[src/rtl/morse_timed_decoder.sv]
// Morse key decoder: times key presses and gaps in tick units, classifies dots/dashes
// and letter/word gaps, and assembles each letter's element pattern for lookup.
module morse_timed_decoder #(
   parameter int GLITCH_TICKS = 2,
   parameter int DASH_TICKS   = 120,
   parameter int LG_TICKS     = 120,
   parameter int WG_TICKS     = 300,
   parameter int MAX_SYM      = 6,
   parameter int CNT_W        = 16
) (
   input  logic                         clk,
   input  logic                         reset,
   input  logic                         tick,
   input  logic                         b,
   output logic                         dot_out,
   output logic                         dash_out,
   output logic                         lg,
   output logic                         wg,
   output logic                         letter_valid,
   output logic [MAX_SYM-1:0]           code,
   output logic [$clog2(MAX_SYM+1)-1:0] len,
   output logic                         overflow
);

   localparam int LEN_W = $clog2(MAX_SYM + 1);
   localparam logic [CNT_W-1:0] GLITCH_C = CNT_W'(GLITCH_TICKS);
   localparam logic [CNT_W-1:0] DASH_C   = CNT_W'(DASH_TICKS);
   localparam logic [CNT_W-1:0] LG_C     = CNT_W'(LG_TICKS);
   localparam logic [CNT_W-1:0] WG_C     = CNT_W'(WG_TICKS);
   localparam logic [LEN_W-1:0] MAX_C    = LEN_W'(MAX_SYM);

   typedef enum logic [1:0] {
      ST_IDLE  = 2'd0,
      ST_MARK  = 2'd1,
      ST_SPACE = 2'd2,
      ST_LGAP  = 2'd3
   } state_t;

   state_t               state_q, state_d;
   logic                 b_meta_q, b_s_q;
   logic [CNT_W-1:0]     mark_cnt_q, mark_cnt_d;
   logic [CNT_W-1:0]     space_cnt_q, space_cnt_d;
   logic [MAX_SYM-1:0]   sr_q, sr_d;
   logic [LEN_W-1:0]     len_acc_q, len_acc_d;
   logic                 ovf_acc_q, ovf_acc_d;
   logic [MAX_SYM-1:0]   code_q, code_d;
   logic [LEN_W-1:0]     len_q, len_d;
   logic                 ovf_q, ovf_d;
   logic                 dot_q, dot_d;
   logic                 dash_q, dash_d;
   logic                 lg_q, lg_d;
   logic                 wg_q, wg_d;
   logic                 lv_q, lv_d;

   logic                 mark_glitch_s;
   logic                 mark_dash_s;
   logic [CNT_W-1:0]     space_inc_s;
   logic                 lg_hit_s;
   logic                 wg_hit_s;
   logic                 len_full_s;
   logic                 len_zero_s;

   // A key transition takes priority over a tick in the same cycle, so hits need b_s low.
   assign mark_glitch_s = (mark_cnt_q < GLITCH_C);
   assign mark_dash_s   = (mark_cnt_q >= DASH_C);
   assign space_inc_s   = space_cnt_q + CNT_W'(1);
   assign lg_hit_s      = (state_q == ST_SPACE) && !b_s_q && tick && (space_inc_s == LG_C);
   assign wg_hit_s      = (state_q == ST_LGAP) && !b_s_q && tick && (space_inc_s == WG_C);
   assign len_full_s    = (len_acc_q == MAX_C);
   assign len_zero_s    = (len_acc_q == LEN_W'(0));

   // Key synchronizer, FSM state, counters, letter accumulator and registered outputs.
   always_ff @(posedge clk or posedge reset) begin
      if (reset) begin
         b_meta_q    <= 1'b0;
         b_s_q       <= 1'b0;
         state_q     <= ST_IDLE;
         mark_cnt_q  <= CNT_W'(0);
         space_cnt_q <= CNT_W'(0);
         sr_q        <= MAX_SYM'(0);
         len_acc_q   <= LEN_W'(0);
         ovf_acc_q   <= 1'b0;
         code_q      <= MAX_SYM'(0);
         len_q       <= LEN_W'(0);
         ovf_q       <= 1'b0;
         dot_q       <= 1'b0;
         dash_q      <= 1'b0;
         lg_q        <= 1'b0;
         wg_q        <= 1'b0;
         lv_q        <= 1'b0;
      end else begin
         b_meta_q    <= b;
         b_s_q       <= b_meta_q;
         state_q     <= state_d;
         mark_cnt_q  <= mark_cnt_d;
         space_cnt_q <= space_cnt_d;
         sr_q        <= sr_d;
         len_acc_q   <= len_acc_d;
         ovf_acc_q   <= ovf_acc_d;
         code_q      <= code_d;
         len_q       <= len_d;
         ovf_q       <= ovf_d;
         dot_q       <= dot_d;
         dash_q      <= dash_d;
         lg_q        <= lg_d;
         wg_q        <= wg_d;
         lv_q        <= lv_d;
      end
   end

   // Next-state decode.
   always_comb begin
      state_d = state_q;
      case (state_q)
         ST_IDLE: begin
            if (b_s_q) state_d = ST_MARK;
            else       state_d = ST_IDLE;
         end
         ST_MARK: begin
            if (b_s_q)                          state_d = ST_MARK;
            else if (mark_glitch_s && len_zero_s) state_d = ST_IDLE;
            else                                state_d = ST_SPACE;
         end
         ST_SPACE: begin
            if (b_s_q)         state_d = ST_MARK;
            else if (lg_hit_s) state_d = ST_LGAP;
            else               state_d = ST_SPACE;
         end
         ST_LGAP: begin
            if (b_s_q)         state_d = ST_MARK;
            else if (wg_hit_s) state_d = ST_IDLE;
            else               state_d = ST_LGAP;
         end
         default: state_d = ST_IDLE;
      endcase
   end

   // Counters, element accumulation, letter emission and pulse generation.
   always_comb begin
      mark_cnt_d  = CNT_W'(0);
      space_cnt_d = space_cnt_q;
      sr_d        = sr_q;
      len_acc_d   = len_acc_q;
      ovf_acc_d   = ovf_acc_q;
      code_d      = code_q;
      len_d       = len_q;
      ovf_d       = ovf_q;
      dot_d       = 1'b0;
      dash_d      = 1'b0;
      lg_d        = 1'b0;
      wg_d        = 1'b0;
      lv_d        = 1'b0;
      case (state_q)
         ST_IDLE: begin
            space_cnt_d = CNT_W'(0);
         end
         ST_MARK: begin
            if (b_s_q) begin
               if (tick && (mark_cnt_q != DASH_C)) mark_cnt_d = mark_cnt_q + CNT_W'(1);
               else                                mark_cnt_d = mark_cnt_q;
            end else begin
               space_cnt_d = CNT_W'(0);
               if (mark_glitch_s) begin
                  dot_d  = 1'b0;
                  dash_d = 1'b0;
               end else begin
                  dot_d  = !mark_dash_s;
                  dash_d = mark_dash_s;
                  // A full letter keeps its first MAX_SYM elements and only flags the rest.
                  if (len_full_s) begin
                     ovf_acc_d = 1'b1;
                  end else begin
                     sr_d      = {sr_q[MAX_SYM-2:0], mark_dash_s};
                     len_acc_d = len_acc_q + LEN_W'(1);
                  end
               end
            end
         end
         ST_SPACE: begin
            if (b_s_q) begin
               space_cnt_d = space_cnt_q;
            end else if (tick) begin
               space_cnt_d = space_inc_s;
               if (lg_hit_s) begin
                  lg_d      = 1'b1;
                  lv_d      = 1'b1;
                  code_d    = sr_q;
                  len_d     = len_acc_q;
                  ovf_d     = ovf_acc_q;
                  sr_d      = MAX_SYM'(0);
                  len_acc_d = LEN_W'(0);
                  ovf_acc_d = 1'b0;
               end else begin
                  lg_d = 1'b0;
               end
            end else begin
               space_cnt_d = space_cnt_q;
            end
         end
         ST_LGAP: begin
            if (b_s_q) begin
               space_cnt_d = space_cnt_q;
            end else if (tick) begin
               space_cnt_d = space_inc_s;
               wg_d        = wg_hit_s;
            end else begin
               space_cnt_d = space_cnt_q;
            end
         end
         default: begin
            space_cnt_d = CNT_W'(0);
         end
      endcase
   end

   assign dot_out      = dot_q;
   assign dash_out     = dash_q;
   assign lg           = lg_q;
   assign wg           = wg_q;
   assign letter_valid = lv_q;
   assign code         = code_q;
   assign len          = len_q;
   assign overflow     = ovf_q;

endmodule

[config.mk]
export PLATFORM = sky130hd
export DESIGN_NAME = morse_timed_decoder
export DESIGN_NICKNAME = d
export VERILOG_FILES = /design/src/rtl/morse_timed_decoder.sv
export SDC_FILE = /design/constraint.sdc
export NUM_CORES = 1
export LEC_CHECK = 0
export CAP_MARGIN = 10
export CORE_UTILIZATION = 35
export CTS_CLUSTER_DIAMETER = 30
export CTS_CLUSTER_SIZE = 40
export DETAILED_ROUTE_END_ITERATION = 8
export PLACE_DENSITY_LB_ADDON = 0.08
export SETUP_SLACK_MARGIN = 0.3
export SYNTH_ARGS = -nofsm -noshare
export SYNTH_HDL_FRONTEND = slang
export SYNTH_SLANG_ARGS = --single-unit
[constraint.sdc]
create_clock -name clk -period 3.2 [get_ports clk]
set_input_delay 0.96 -clock clk [delete_from_list [all_inputs] [get_ports clk]]
set_output_delay 0.96 -clock clk [all_outputs]
set_load 0.005 [all_outputs]
==> summary.md <==
| Metric | Value |
|---|---|
| Cts hold-fix bufs | 0 |
| P_int | ~1.2 mW |
| Switching Fraction | 0.257 |
| Share of cells above drive strength 1 | 0.145 |
| RSZ-0062 raised after global routing | no |
| HP Class | flop to flop |
| Crit path kind | primary input to flop |
| Max-cap violation count | 0 |
| Total placed cells including tap cells | roughly 420 |
| FFs w/ async S/R, synth | 1.00 |
| Final nets | between 300 and 400 |
| Comb power frac | 0.080 |
| Final hold vios | 0 |
| Core area | about 8700 um2 |
| Ant diodes | 0 |
| Leak pwr | ~1.6 nW |
| Delay of the slowest critical-path stage | slightly above 0.5 ns |
| Compound-Gate Fraction of Synth Area | 0.119 |
| DRT Wirelength | between 6 and 7 mm |
| Master of the slowest instance on the critical path | clkdlybuf4s50_1 |
| First-pass GRT wire length | roughly 11 mm |
| Post-route ant nets | 0 |
| CTS buffer count | 9 |
| Post-synthesis sequential area ratio | 0.479 |
| Vias per inst | between 5 and 6 |
| Initial antenna violation count | 0 |
| Tot GR Track Use | 0.150 |
| GR Overflow Total | 0 |
| PwrDens | approximately 460 nW/um2 |
| Detailed router's first-iteration violation count | between 80 and 90 |
| Largest family of logic cells by synthesized area | simple AND/OR/NAND/NOR gates |
| VDD IR max | ~0.00021 V |
| Total power | between 1.5 and 2 mW |
| Portion of total power attributed to the clock network | 0.422 |
| Worst slew pin tran | 0.908 ns |
| RePlAce Congestion | about 0.76 |
| CTS Sinks | 60 |
| DRC errors left | 0 |
| Mux cell area share after synthesis | 0.0471 |
| Number of distinct library cells after synthesis | between 50 and 60 |
| Initial Util | 0.361 |
| Simple-gate portion of the synthesized area | 0.243 |
| Max Clk Rate | 365 MHz |
| Startpoint Class | primary input |
| Worst-path fanout max | 4 |
| #FFs+latches synth | 60 |
| Slew HR | 0.392 |
| Final worst-path cycle share | 0.857 |
| Finished Cell Area | about 3600 um2 |
| Crit-path cells | clkdlybuf4s50_1 -> nor2b_2 -> nand2_1 -> nor4_4 -> nand4bb_4 -> or3_4 -> mux2_4 |
| Avg WL per Cell | 14.7 um |
| Post-DP HPWL | around 4.4 mm |
| Die X | just under 100 um |
| Reg2reg path depth | 6 |
| # IOs | 19 |
| Mapped Cells | 306 |
| TritonCTS clock tree | done |
| Clock Latency Late Sink | 0.34 ns |
| Crit path to | len[2] |
| Most common cell after layout, fill and taps aside | dfrtp_1 |
| Syn avg cell area | ~10 um2 |
| Syn_nets | ~320 |
| FF-to-FF setup slack | between 0.6 and 0.7 ns |
| Area growth syn-to-layout | 16.2% |
| Number of global-route vias before repair | between 2000 and 2500 |
| FF-to-FF End | len[2] |
| Total number of vias | roughly 2300 |
| CP arrival | 2.96 ns |
| Fin util | 0.420 |
| Outcome | complete, no violations |
| Post-synth EDFFs | 0 |
| PortBufs | 18 |
| Root Driver | clkbuf_8 |
| Final std cells w/o fill | roughly 440 |
| H-tree Lvls | 3 |
| Drt first pass iters | 4 |
| Tmin final | 2.74 ns |
| CP endpoint kind | flop |
| Syn. warnings | 0 |
| Area of the die | 9350 um2 |
| Pin count of the biggest net entering global routing | 33 |
| Most frequent cells in the layout | 60 x dfrtp_1, 34 x nor2_1, 32 x nand2_1, 20 x o21ai_0, 18 x clkdlybuf4s50_1 |
| Die height | approximately 97 um |
| Row Count | 34 |
| Adder-Cell Fraction of Synth Area | 0.0199 |
| Clock Pin Slew Worst Setup and Hold Paths | approximately 0.060 ns |
| Endpoints failing setup | 0 |
| CTS max path bufs | 2 |
| Reg power frac | 0.498 |
| Setup bufs post-CTS | 0 |
| Final Skew | ~0.013 ns |
| Top_reg_cell synth | dfrtp_1 |
| Placed Area | roughly 3400 um2 |
| Crit. Startpoint | tick |
| Final Max Slew Viols | 0 |
| Critical R2R Launch | space_cnt_q[9] |
| Synthesized cell area | approximately 3100 um2 |
| Xor/xnor share of the synthesized area | 0.0586 |
| CP Data Required Time | 3.42 ns |
| Psw | approximately 0.43 mW |
## state kept, by name, summed over array words and instances, names as in the netlist
| signal | count |
|---|---|
| wg | 1 |
| mark_cnt_q | 16 |
| overflow | 1 |
| space_cnt_q | 16 |
| len | 3 |
| letter_valid | 1 |
| dash_out | 1 |
| sr_q | 6 |
| dot_out | 1 |
| b_meta_q | 1 |
| b_s_q | 1 |
| code | 6 |
| state_q | 2 |
| ovf_acc_q | 1 |
| len_acc_q | 3 |
## worst max-delay path, delay by kind of cell
kind                   cells  cell delay, ns
and+or+nand+nor            5            1.18
buffers and inverters      1            0.51
muxes                      1            0.30
## worst min path at each step
| stage | start | endpoint | slack [ns] | depth (start not counted) |
|---|---|---|---|---|
| after floorplan | b_meta_q | b_s_q | 0.33 | 0 |
| final | b_meta_q | b_s_q | 0.35 | 0 |
| after CTS | b_meta_q | b_s_q | 0.36 | 0 |
| after global routing | b_meta_q | b_s_q | 0.37 | 0 |
| after global placement | b_meta_q | b_s_q | 0.34 | 0 |
| after detailed placement | b_meta_q | b_s_q | 0.34 | 0 |
## cell families (layout without fill, tap and decap cells)
logic type,after synthesis,count (layout)
XOR/XNOR,21,21
flip-flops,60,60
AND/OR/NAND/NOR,127,127
multiplexers,12,12
buffers and inverters,23,48
adder cells (fa/ha/maj),5,5
AO/OA/AOI/OAI,58,58
## area by class of cell
type | count | area [um2]
clock inverters | 5 | 50.0
flip-flops and latches | 60 | 1500
fillers | 883 | 5030
multi-input cells | 223 | 1530
inverters | 9 | 33.8
repair buffers | 23 | 243
clock buffers | 11 | 151
well taps | 108 | 135
## timing repair
action / 4_1_cts / 5_1_grt
gates cloned: 0 / 0
resized for setup: 1 / 0
pin swaps: 0 / 1
endpoints found under the setup margin: 7 / 3
## cell usage after synthesis, types with 4 or more instances
| cell | count | area [um2] |
|---|---|---|
| mux2_4 | 4 | 60.1 |
| and2_1 | 5 | 31.3 |
| a21oi_1 | 8 | 40.0 |
| o31ai_1 | 7 | 52.6 |
| o21ai_0 | 20 | 100 |
| o22ai_1 | 7 | 43.8 |
| mux2_2 | 6 | 67.6 |
| and3_1 | 4 | 25.0 |
| ha_1 | 5 | 62.6 |
| nor2_1 | 34 | 128 |
| nand4_1 | 8 | 50.1 |
| clkbuf_1 | 6 | 22.5 |
| nand2b_1 | 5 | 31.3 |
| buf_2 | 5 | 25.0 |
| inv_1 | 9 | 33.8 |
| xor2_1 | 12 | 105 |
| and4_1 | 4 | 35.0 |
| nand3_1 | 8 | 40.0 |
| xnor2_1 | 9 | 78.8 |
| dfrtp_1 | 60 | 1500 |
| nand2_1 | 32 | 120 |
## per-stage QoR
| step | hold slack [ns] | TNS (ns) | worst slack, ns |
|---|---|---|---|
| after floorplan | 0.331 | 0 | 0.581 |
| after global routing | 0.369 | 0 | 0.359 |
| after global placement | 0.338 | 0 | 0.00764 |
| after detailed placement | 0.340 | -0.493 | -0.0663 |
| final | 0.353 | 0 | 0.457 |
| after CTS | 0.360 | 0 | 0.369 |
## layer usage
layer  GRT usage  vias to the layer above  share of wire
met5           0                        -              0
met4      0.0551                        0          0.013
met3      0.0426                        7          0.028
met2       0.220                       35           0.45
met1       0.211                     1095           0.51
li1            -                     1127              -
## power by group through the flow
stage	clock network [mW]	logic, mW	registers [mW]
floorplan	0	0.108	0.824
global placement	0	0.136	0.842
detailed placement	0	0.136	0.841
CTS	0.738	0.136	0.828
global route	0.772	0.161	0.835
finish	0.702	0.132	0.828
Power figures use the tool's default switching activity.
